[config.mk]
export PLATFORM = sky130hd
export DESIGN_NAME = sixrom_romsel_flat
export DESIGN_NICKNAME = d
export VERILOG_FILES = /design/src/rtl/sixrom_romsel_if.sv /design/src/rtl/sixrom_romsel.sv /design/src/flat_wrapper.sv
export SDC_FILE = /design/constraint.sdc
export NUM_CORES = 1
export LEC_CHECK = 0
export ABC_AREA = 1
export ABC_CLOCK_PERIOD_IN_PS = 1350
export CAP_MARGIN = 10
export CORE_MARGIN = 2
export CORE_UTILIZATION = 36
export CTS_BUF_LIST = sky130_fd_sc_hd__clkbuf_8
export CTS_CLUSTER_SIZE = 10
export DETAILED_ROUTE_END_ITERATION = 7
export GPL_TIMING_DRIVEN = 0
export PLACE_DENSITY = 0.8
export SYNTH_ARGS = -nofsm -noshare
export SYNTH_HDL_FRONTEND = slang
export SYNTH_SLANG_ARGS = --single-unit
[constraint.sdc]
create_clock -name CLK -period 1.35 [get_ports CLK]
set_input_delay 0.2025 -clock CLK [delete_from_list [all_inputs] [get_ports CLK]]
set_output_delay 0.2025 -clock CLK [all_outputs]
set_load 0.01 [all_outputs]
[src/rtl/sixrom_romsel_if.sv]
// Edge-connector bus and DIP switch bundle for the six-slot ROM board CPLD.
// The master side is the CPC/board environment; the slave side is the CPLD.
interface sixrom_romsel_if;
    logic       A15;
    logic       A14;
    logic       A13;
    logic [7:0] D;
    logic       IOREQ_B;
    logic       WR_B;
    logic       RD_B;
    logic       ROMEN_B;
    logic       BUSACK_B;
    logic [7:0] dip;
    logic       rom01cs_b;
    logic       rom23cs_b;
    logic       rom45cs_b;
    logic       roma14;
    logic       romoe_b;
    logic       romdis_pre;

    modport master (
        output A15, A14, A13, D, IOREQ_B, WR_B, RD_B, ROMEN_B, BUSACK_B, dip,
        input  rom01cs_b, rom23cs_b, rom45cs_b, roma14, romoe_b, romdis_pre
    );

    modport slave (
        input  A15, A14, A13, D, IOREQ_B, WR_B, RD_B, ROMEN_B, BUSACK_B, dip,
        output rom01cs_b, rom23cs_b, rom45cs_b, roma14, romoe_b, romdis_pre
    );
endinterface

[src/rtl/sixrom_romsel.sv]
// Upper-ROM select capture and EEPROM chip-select generation.
// A write to &DFxx (A13 = 0) latches the ROM number; if it falls in this
// board's group and an enabled slot, the matching 28C256 is served.
module sixrom_romsel (
    input logic            CLK,
    input logic            RESET,
    sixrom_romsel_if.slave bus
);

    typedef enum logic [1:0] {StIdle, StArm, StWaitRel} state_e;

    state_e     state_q, state_d;
    logic       valid_q, valid_d;
    logic [2:0] slot_q, slot_d;

    logic strobe;
    logic wr_sel;
    logic slot_en;
    logic hit;
    logic acc;

    // Select-port decode and ROM-number hit test against the live DIP setting.
    always_comb begin
        strobe = !bus.IOREQ_B && !bus.WR_B;
        wr_sel = strobe && !bus.A13 && bus.BUSACK_B;
        unique case (bus.D[2:1])
            2'd0:    slot_en = bus.dip[0];
            2'd1:    slot_en = bus.dip[1];
            2'd2:    slot_en = bus.dip[2];
            default: slot_en = 1'b0;
        endcase
        hit = bus.dip[7] && (bus.D[7:3] == {1'b0, bus.dip[6:3]})
              && (bus.D[2:0] <= 3'd5) && slot_en;
    end

    // Capture FSM: two consecutive qualified edges arm and capture, then wait
    // for the strobe to release so a long strobe captures only once.
    always_comb begin
        state_d = state_q;
        valid_d = valid_q;
        slot_d  = slot_q;
        if (!bus.BUSACK_B) begin
            state_d = StIdle;
        end else begin
            unique case (state_q)
                StIdle: begin
                    if (wr_sel) state_d = StArm;
                end
                StArm: begin
                    if (wr_sel) begin
                        state_d = StWaitRel;
                        valid_d = hit;
                        if (hit) slot_d = bus.D[2:0];
                    end else begin
                        state_d = StIdle;
                    end
                end
                StWaitRel: begin
                    if (!strobe) state_d = StIdle;
                end
                default: state_d = StIdle;
            endcase
        end
    end

    // State and captured selection registers.
    always_ff @(posedge CLK or posedge RESET) begin
        if (RESET) begin
            state_q <= StIdle;
            valid_q <= 1'b0;
            slot_q  <= 3'd0;
        end else begin
            state_q <= state_d;
            valid_q <= valid_d;
            slot_q  <= slot_d;
        end
    end

    // Combinational ROM access decode; live bus inputs reach the EEPROM pins
    // without a register so access timing follows the gate array directly.
    always_comb begin
        acc            = valid_q && !bus.ROMEN_B && bus.A15 && bus.A14 && bus.BUSACK_B;
        bus.rom01cs_b  = !(acc && (slot_q[2:1] == 2'd0));
        bus.rom23cs_b  = !(acc && (slot_q[2:1] == 2'd1));
        bus.rom45cs_b  = !(acc && (slot_q[2:1] == 2'd2));
        bus.roma14     = valid_q && slot_q[0];
        bus.romoe_b    = !(acc && !bus.RD_B);
        bus.romdis_pre = acc;
    end

endmodule

[src/flat_wrapper.sv]
// flat-port wrapper written by rule: the top's interface ports become plain ports
module sixrom_romsel_flat 
  (CLK, RESET, bus_A15, bus_A14, bus_A13, bus_D, bus_IOREQ_B, bus_WR_B, bus_RD_B, bus_ROMEN_B, bus_BUSACK_B, bus_dip, bus_rom01cs_b, bus_rom23cs_b, bus_rom45cs_b, bus_roma14, bus_romoe_b, bus_romdis_pre);
  sixrom_romsel_if bus_i ();
  input logic CLK;
  input logic RESET;
  input wire logic [$bits(bus_i.A15)-1:0] bus_A15;
  input wire logic [$bits(bus_i.A14)-1:0] bus_A14;
  input wire logic [$bits(bus_i.A13)-1:0] bus_A13;
  input wire logic [$bits(bus_i.D)-1:0] bus_D;
  input wire logic [$bits(bus_i.IOREQ_B)-1:0] bus_IOREQ_B;
  input wire logic [$bits(bus_i.WR_B)-1:0] bus_WR_B;
  input wire logic [$bits(bus_i.RD_B)-1:0] bus_RD_B;
  input wire logic [$bits(bus_i.ROMEN_B)-1:0] bus_ROMEN_B;
  input wire logic [$bits(bus_i.BUSACK_B)-1:0] bus_BUSACK_B;
  input wire logic [$bits(bus_i.dip)-1:0] bus_dip;
  output wire logic [$bits(bus_i.rom01cs_b)-1:0] bus_rom01cs_b;
  output wire logic [$bits(bus_i.rom23cs_b)-1:0] bus_rom23cs_b;
  output wire logic [$bits(bus_i.rom45cs_b)-1:0] bus_rom45cs_b;
  output wire logic [$bits(bus_i.roma14)-1:0] bus_roma14;
  output wire logic [$bits(bus_i.romoe_b)-1:0] bus_romoe_b;
  output wire logic [$bits(bus_i.romdis_pre)-1:0] bus_romdis_pre;
  assign bus_i.A15 = bus_A15;
  assign bus_i.A14 = bus_A14;
  assign bus_i.A13 = bus_A13;
  assign bus_i.D = bus_D;
  assign bus_i.IOREQ_B = bus_IOREQ_B;
  assign bus_i.WR_B = bus_WR_B;
  assign bus_i.RD_B = bus_RD_B;
  assign bus_i.ROMEN_B = bus_ROMEN_B;
  assign bus_i.BUSACK_B = bus_BUSACK_B;
  assign bus_i.dip = bus_dip;
  assign bus_rom01cs_b = bus_i.rom01cs_b;
  assign bus_rom23cs_b = bus_i.rom23cs_b;
  assign bus_rom45cs_b = bus_i.rom45cs_b;
  assign bus_roma14 = bus_i.roma14;
  assign bus_romoe_b = bus_i.romoe_b;
  assign bus_romdis_pre = bus_i.romdis_pre;
  sixrom_romsel u_core (.CLK(CLK), .RESET(RESET), .bus(bus_i));
endmodule
Yosys cells after proc, flatten, opt, wreduce, memory -nomap -nowiden
Cells that the tools add are included.
- word-level logic and storage cells: 49
- bits in registers: 6
- bits of input ports: 26
- reduce and logical (&&, ||, !) cells: 30
- muxes and demuxes: 6
- equal/unequal tests: 9
- $lt $le $gt $ge: 1
- operator list (cell ; number):
    $logic_and 1x1->1 ; 15
    $logic_not 1->1 ; 9
    $mux 2 ; 4
    $eq 2x1->1 const B ; 3
    $eq 2x2->1 const B ; 3
    $logic_not 2->1 ; 3
    $pmux 2 s3 ; 1
    $eq 5x4->1 ; 1
    $reduce_and 4->1 ; 1
    $le 3x3->1 const B ; 1
    $ne 3x2->1 const B ; 1
    $ne 3x3->1 const B ; 1
    $pmux 1 s3 ; 1
    $reduce_and 3->1 ; 1
    $reduce_and 2->1 ; 1

Logic depth before layout (Yosys ltp)
Gate-level depths: netlist of run 1.
- depth in word-level cells: 7
- gate-level depth with buffers: 8
- depth with buffers taken out: 8

Worst setup path after synthesis of run 1
OpenSTA, ideal clock, no wires.
- kind: reg2out
- start: register u_core.valid_q
- end: output port bus_rom01cs_b
- cell stages (with the launch flop): 4
- slack: 0.236 ns
- buffers on the path: 0
- data arrival time: 0.912 ns
- cell sequence: dfrtp_1 nand2_1 nor3_2 nand3_1
- longest elaborated chain between the ends: 6
- ends and longest elaborated chain (what ; RTL line ; text):
    start: declaration ; sixrom_romsel.sv:13 ; logic valid_q, valid_d;
    start signal: assignment ; sixrom_romsel.sv:74 ; valid_q <= valid_d;
    $logic_and 1x1->1 (4 in a row) ; sixrom_romsel.sv:82 ; acc = valid_q && !bus.ROMEN_B && bus.A15 && bus.A14 && bus.BUSACK_B;
    named net bus_romdis_pre ; flat_wrapper.sv:22 ; output wire logic [$bits(bus_i.romdis_pre)-1:0] bus_romdis_pre;
    $logic_and 1x1->1 ; sixrom_romsel.sv:83 ; bus.rom01cs_b = !(acc && (slot_q[2:1] == 2'd0));
    $logic_not 1->1 ; sixrom_romsel.sv:83 ;
    end: declaration ; flat_wrapper.sv:17 ; output wire logic [$bits(bus_i.rom01cs_b)-1:0] bus_rom01cs_b;
The timed path passes the listed nets, and every way through them passes these cells.

Worst setup path in the final report of run 1
- start: register u_core.valid_q
- end: output port bus_rom01cs_b
- longest elaborated chain between the ends: 6
- ends and longest elaborated chain (what ; RTL line):
    $logic_and 1x1->1 (4 in a row) ; sixrom_romsel.sv:82
    $logic_and 1x1->1 ; sixrom_romsel.sv:83
    $logic_not 1->1 ; sixrom_romsel.sv:83
Every way passes these cells.

==> results of run 1 <==
==> layout make-up <==
| class | instances | area (um2) |
|---|---|---|
| tap | 15 | 18.77 |
| clock buffer | 3 | 41.29 |
| sequential | 6 | 150.1 |
| multi-input combinational | 52 | 285.3 |
| fill | 118 | 411.6 |
| timing repair buffer | 34 | 311.5 |
| inverter | 22 | 82.58 |
==> power groups by stage <==
stage	logic [mW]	registers [mW]	clock network (mW)
final	0.124	0.183	0.262
after global routing	0.138	0.182	0.285
after CTS	0.125	0.183	0.265
after detailed placement	0.127	0.185	0
after global placement	0.123	0.184	0
after floorplan	0.0430	0.184	0
==> cells in the mapped netlist, drive strengths merged <==
library cell / instances
dfrtp: 6
inv: 22
nand2: 28
nand3: 8
nand4: 1
nor2: 9
nor3: 1
nor4: 1
o21ai: 1
o21bai: 3
==> repair_timing <==
item / CTS / global route
setup endpoints to repair: 6 / 4
buffers inserted: 2 / 1
resized for setup: 27 / 4
pin swaps: 2 / 0
==> final timing paths <==
kind,from,to,cells past startpoint
setup / recovery,u_core.valid_q,bus_rom01cs_b,5
hold / removal,RESET,u_core.slot_q[0],2
setup reg to reg,u_core.state_q[1],u_core.slot_q[0],6
hold reg to reg,u_core.state_q[0],u_core.state_q[0],1
max in group asynchronous,RESET,u_core.state_q[1],2
min in group CLK,bus_BUSACK_B,u_core.state_q[0],3
==> placed cells by master (no fill, tap or decap), types with 2 or more instances in the layout <==
cell type	count
inv_1	20
nor2_1	3
inv_2	2
nand2_2	4
buf_2	3
nand2_1	24
nand3_2	3
dlygate4sd2_1	5
nor2_2	4
nor2_4	2
clkdlybuf4s50_1	21
clkbuf_8	3
o21bai_1	3
nand3_1	5
buf_4	2
dfrtp_1	6
buf_6	2
==> state kept, by name (all words and copies together), names as in the netlist <==
name / flops
u_core.slot_q: 3
u_core.state_q: 2
u_core.valid_q: 1
==> worst reg2reg max path: stages, from the launching register on <==
cell	delay (ns)
dfrtp_1	0.39
inv_1	0.06
nand2_1	0.08
nor2_4	0.13
nand3_2	0.12
o21bai_1	0.16
nand2_1	0.07
==> layer usage <==
layer  track usage [%]  vias up  share of wire, %
li1                  -      312                 -
met1             15.51      250                37
met2             37.11       29                51
met3             4.891        3               9.7
met4             12.10        0               2.0
met5                 0        -                 0
==> cells by family after synthesis <==
logic type	Yosys count	synth area share, %
compound gates	4	5.540
flops	6	30.23
simple gates	48	47.61
buf+inv	22	16.62
==> metrics, run 1 <==
number of global-route vias before repair=547; Hold WS=0.2031 ns; status=finished, final reports clean; synth unique cells=15; clk sink count=6; P&R area growth vs syn=79.09%; clk_lat worst skew=0.22 ns; final worst setup slack=0.02188 ns; Synth Instances=80; register share of total power=32.1%; WS Path Type=flop to output port; static leakage=0.4606 nW; Final ANT Viol Nets=0; Slowest-stage cell, CP=dfrtp_1; first-pass GRT wire length=1.973 mm; Die Wd=41.15 um; CP max stage delay=0.36 ns; period utilization=98.38%; max-slew violation count=0; Net Count, Synth=106; P_sw=0.1201 mW; Pint=0.4482 mW; Final min period=1.328 ns; fmax=752.9 MHz; Initial DRT Pass Iterations=4; # IOs=32; CP endpoint kind=output port; Syn Area/Cell=6.209 um2; Synth Cell Area=496.7 um2; routed vias=594; largest net degree at the start of global routing=7; max-cap violations=0; fin util=68.37%; antenna cells=0; leading area contributor after synthesis=dfrtp_1; CTS root buf=clkbuf_8; die area=1693 um2; input/output buffers=31; post-synth top area share=30.23%; ranking of synthesized cells by area=dfrtp_1, nand2_1, inv_1; DR WL/cell=9.447 um; CTS buffer count=3; initial DRC count=3; ratio of cells with drive above 1 in the final layout=23.08%; total power=0.5684 mW; H-tree levels=1; placed insts=126; Final HPWL DP=1.046 mm; Worst-Margin Slew=0.2919 ns; CP startpoint kind=flop; antenna violations before repair=0; CP Data Required Time=1.15 ns; setup violation total in the final timing report=0; crit path DAT=1.13 ns; Power per Cell Area=638.9 nW/um2; GP Congestion=0.7536; Clk network pwr share=46.1%; Sum Neg Setup Slack=0 ns; delay-heaviest family, CP=flip-flops; Peak supply drop=0.0003642 V; TritonCTS clock tree=built; register area share after synthesis=30.23%; hold_buf cts=0; clk buf depth=2; drt drc=0; Final Instance Area=889.6 um2; worst path cell trace=nand2_2 > nor3_4 > buf_6 > nand3_1 > buf_2; vias per cell=4.500; Hold Crit Class=input port to async pin; CTS clk-pin slew, worst paths=0.03 ns; #FFs+latches synth=6; Slew headroom=80.36%; Yosys warning count=0; # rows=13; Final Skew=0.0002032 ns; total gr overflow=0; combinational power share=21.8%; DP Area=825.8 um2; pre-CTS setup slack=-0.5015 ns; Starting Density=38.17%; Die Span Y=41.15 um; core area=1301 um2; Buf/Inv on CP=2; Final Hold Viols=0; overall routing resource usage=18.63%; crit path max fanout=4; non-filler cells, final=132; RSZ-0062 raised after global routing=yes; switch share=21.13%; R2R setup slack=0.22 ns; final net count=145; final wirelength=1.247 mm
Note: power is estimated with default switching activity, not from simulation.
==> run 2, diff against run 1 <==
--- a/config.mk
+++ b/config.mk
@@ -11,10 +11,10 @@
 export CORE_MARGIN = 2
 export CORE_UTILIZATION = 36
 export CTS_BUF_LIST = sky130_fd_sc_hd__clkbuf_8
-export CTS_CLUSTER_SIZE = 10
 export DETAILED_ROUTE_END_ITERATION = 7
 export GPL_TIMING_DRIVEN = 0
 export PLACE_DENSITY = 0.8
+export SLEW_MARGIN = 15
 export SYNTH_ARGS = -nofsm -noshare
 export SYNTH_HDL_FRONTEND = slang
 export SYNTH_SLANG_ARGS = --single-unit
==> results of run 2 <==
Same layout as run 1: the final DEF is identical, and so are final timing and power.
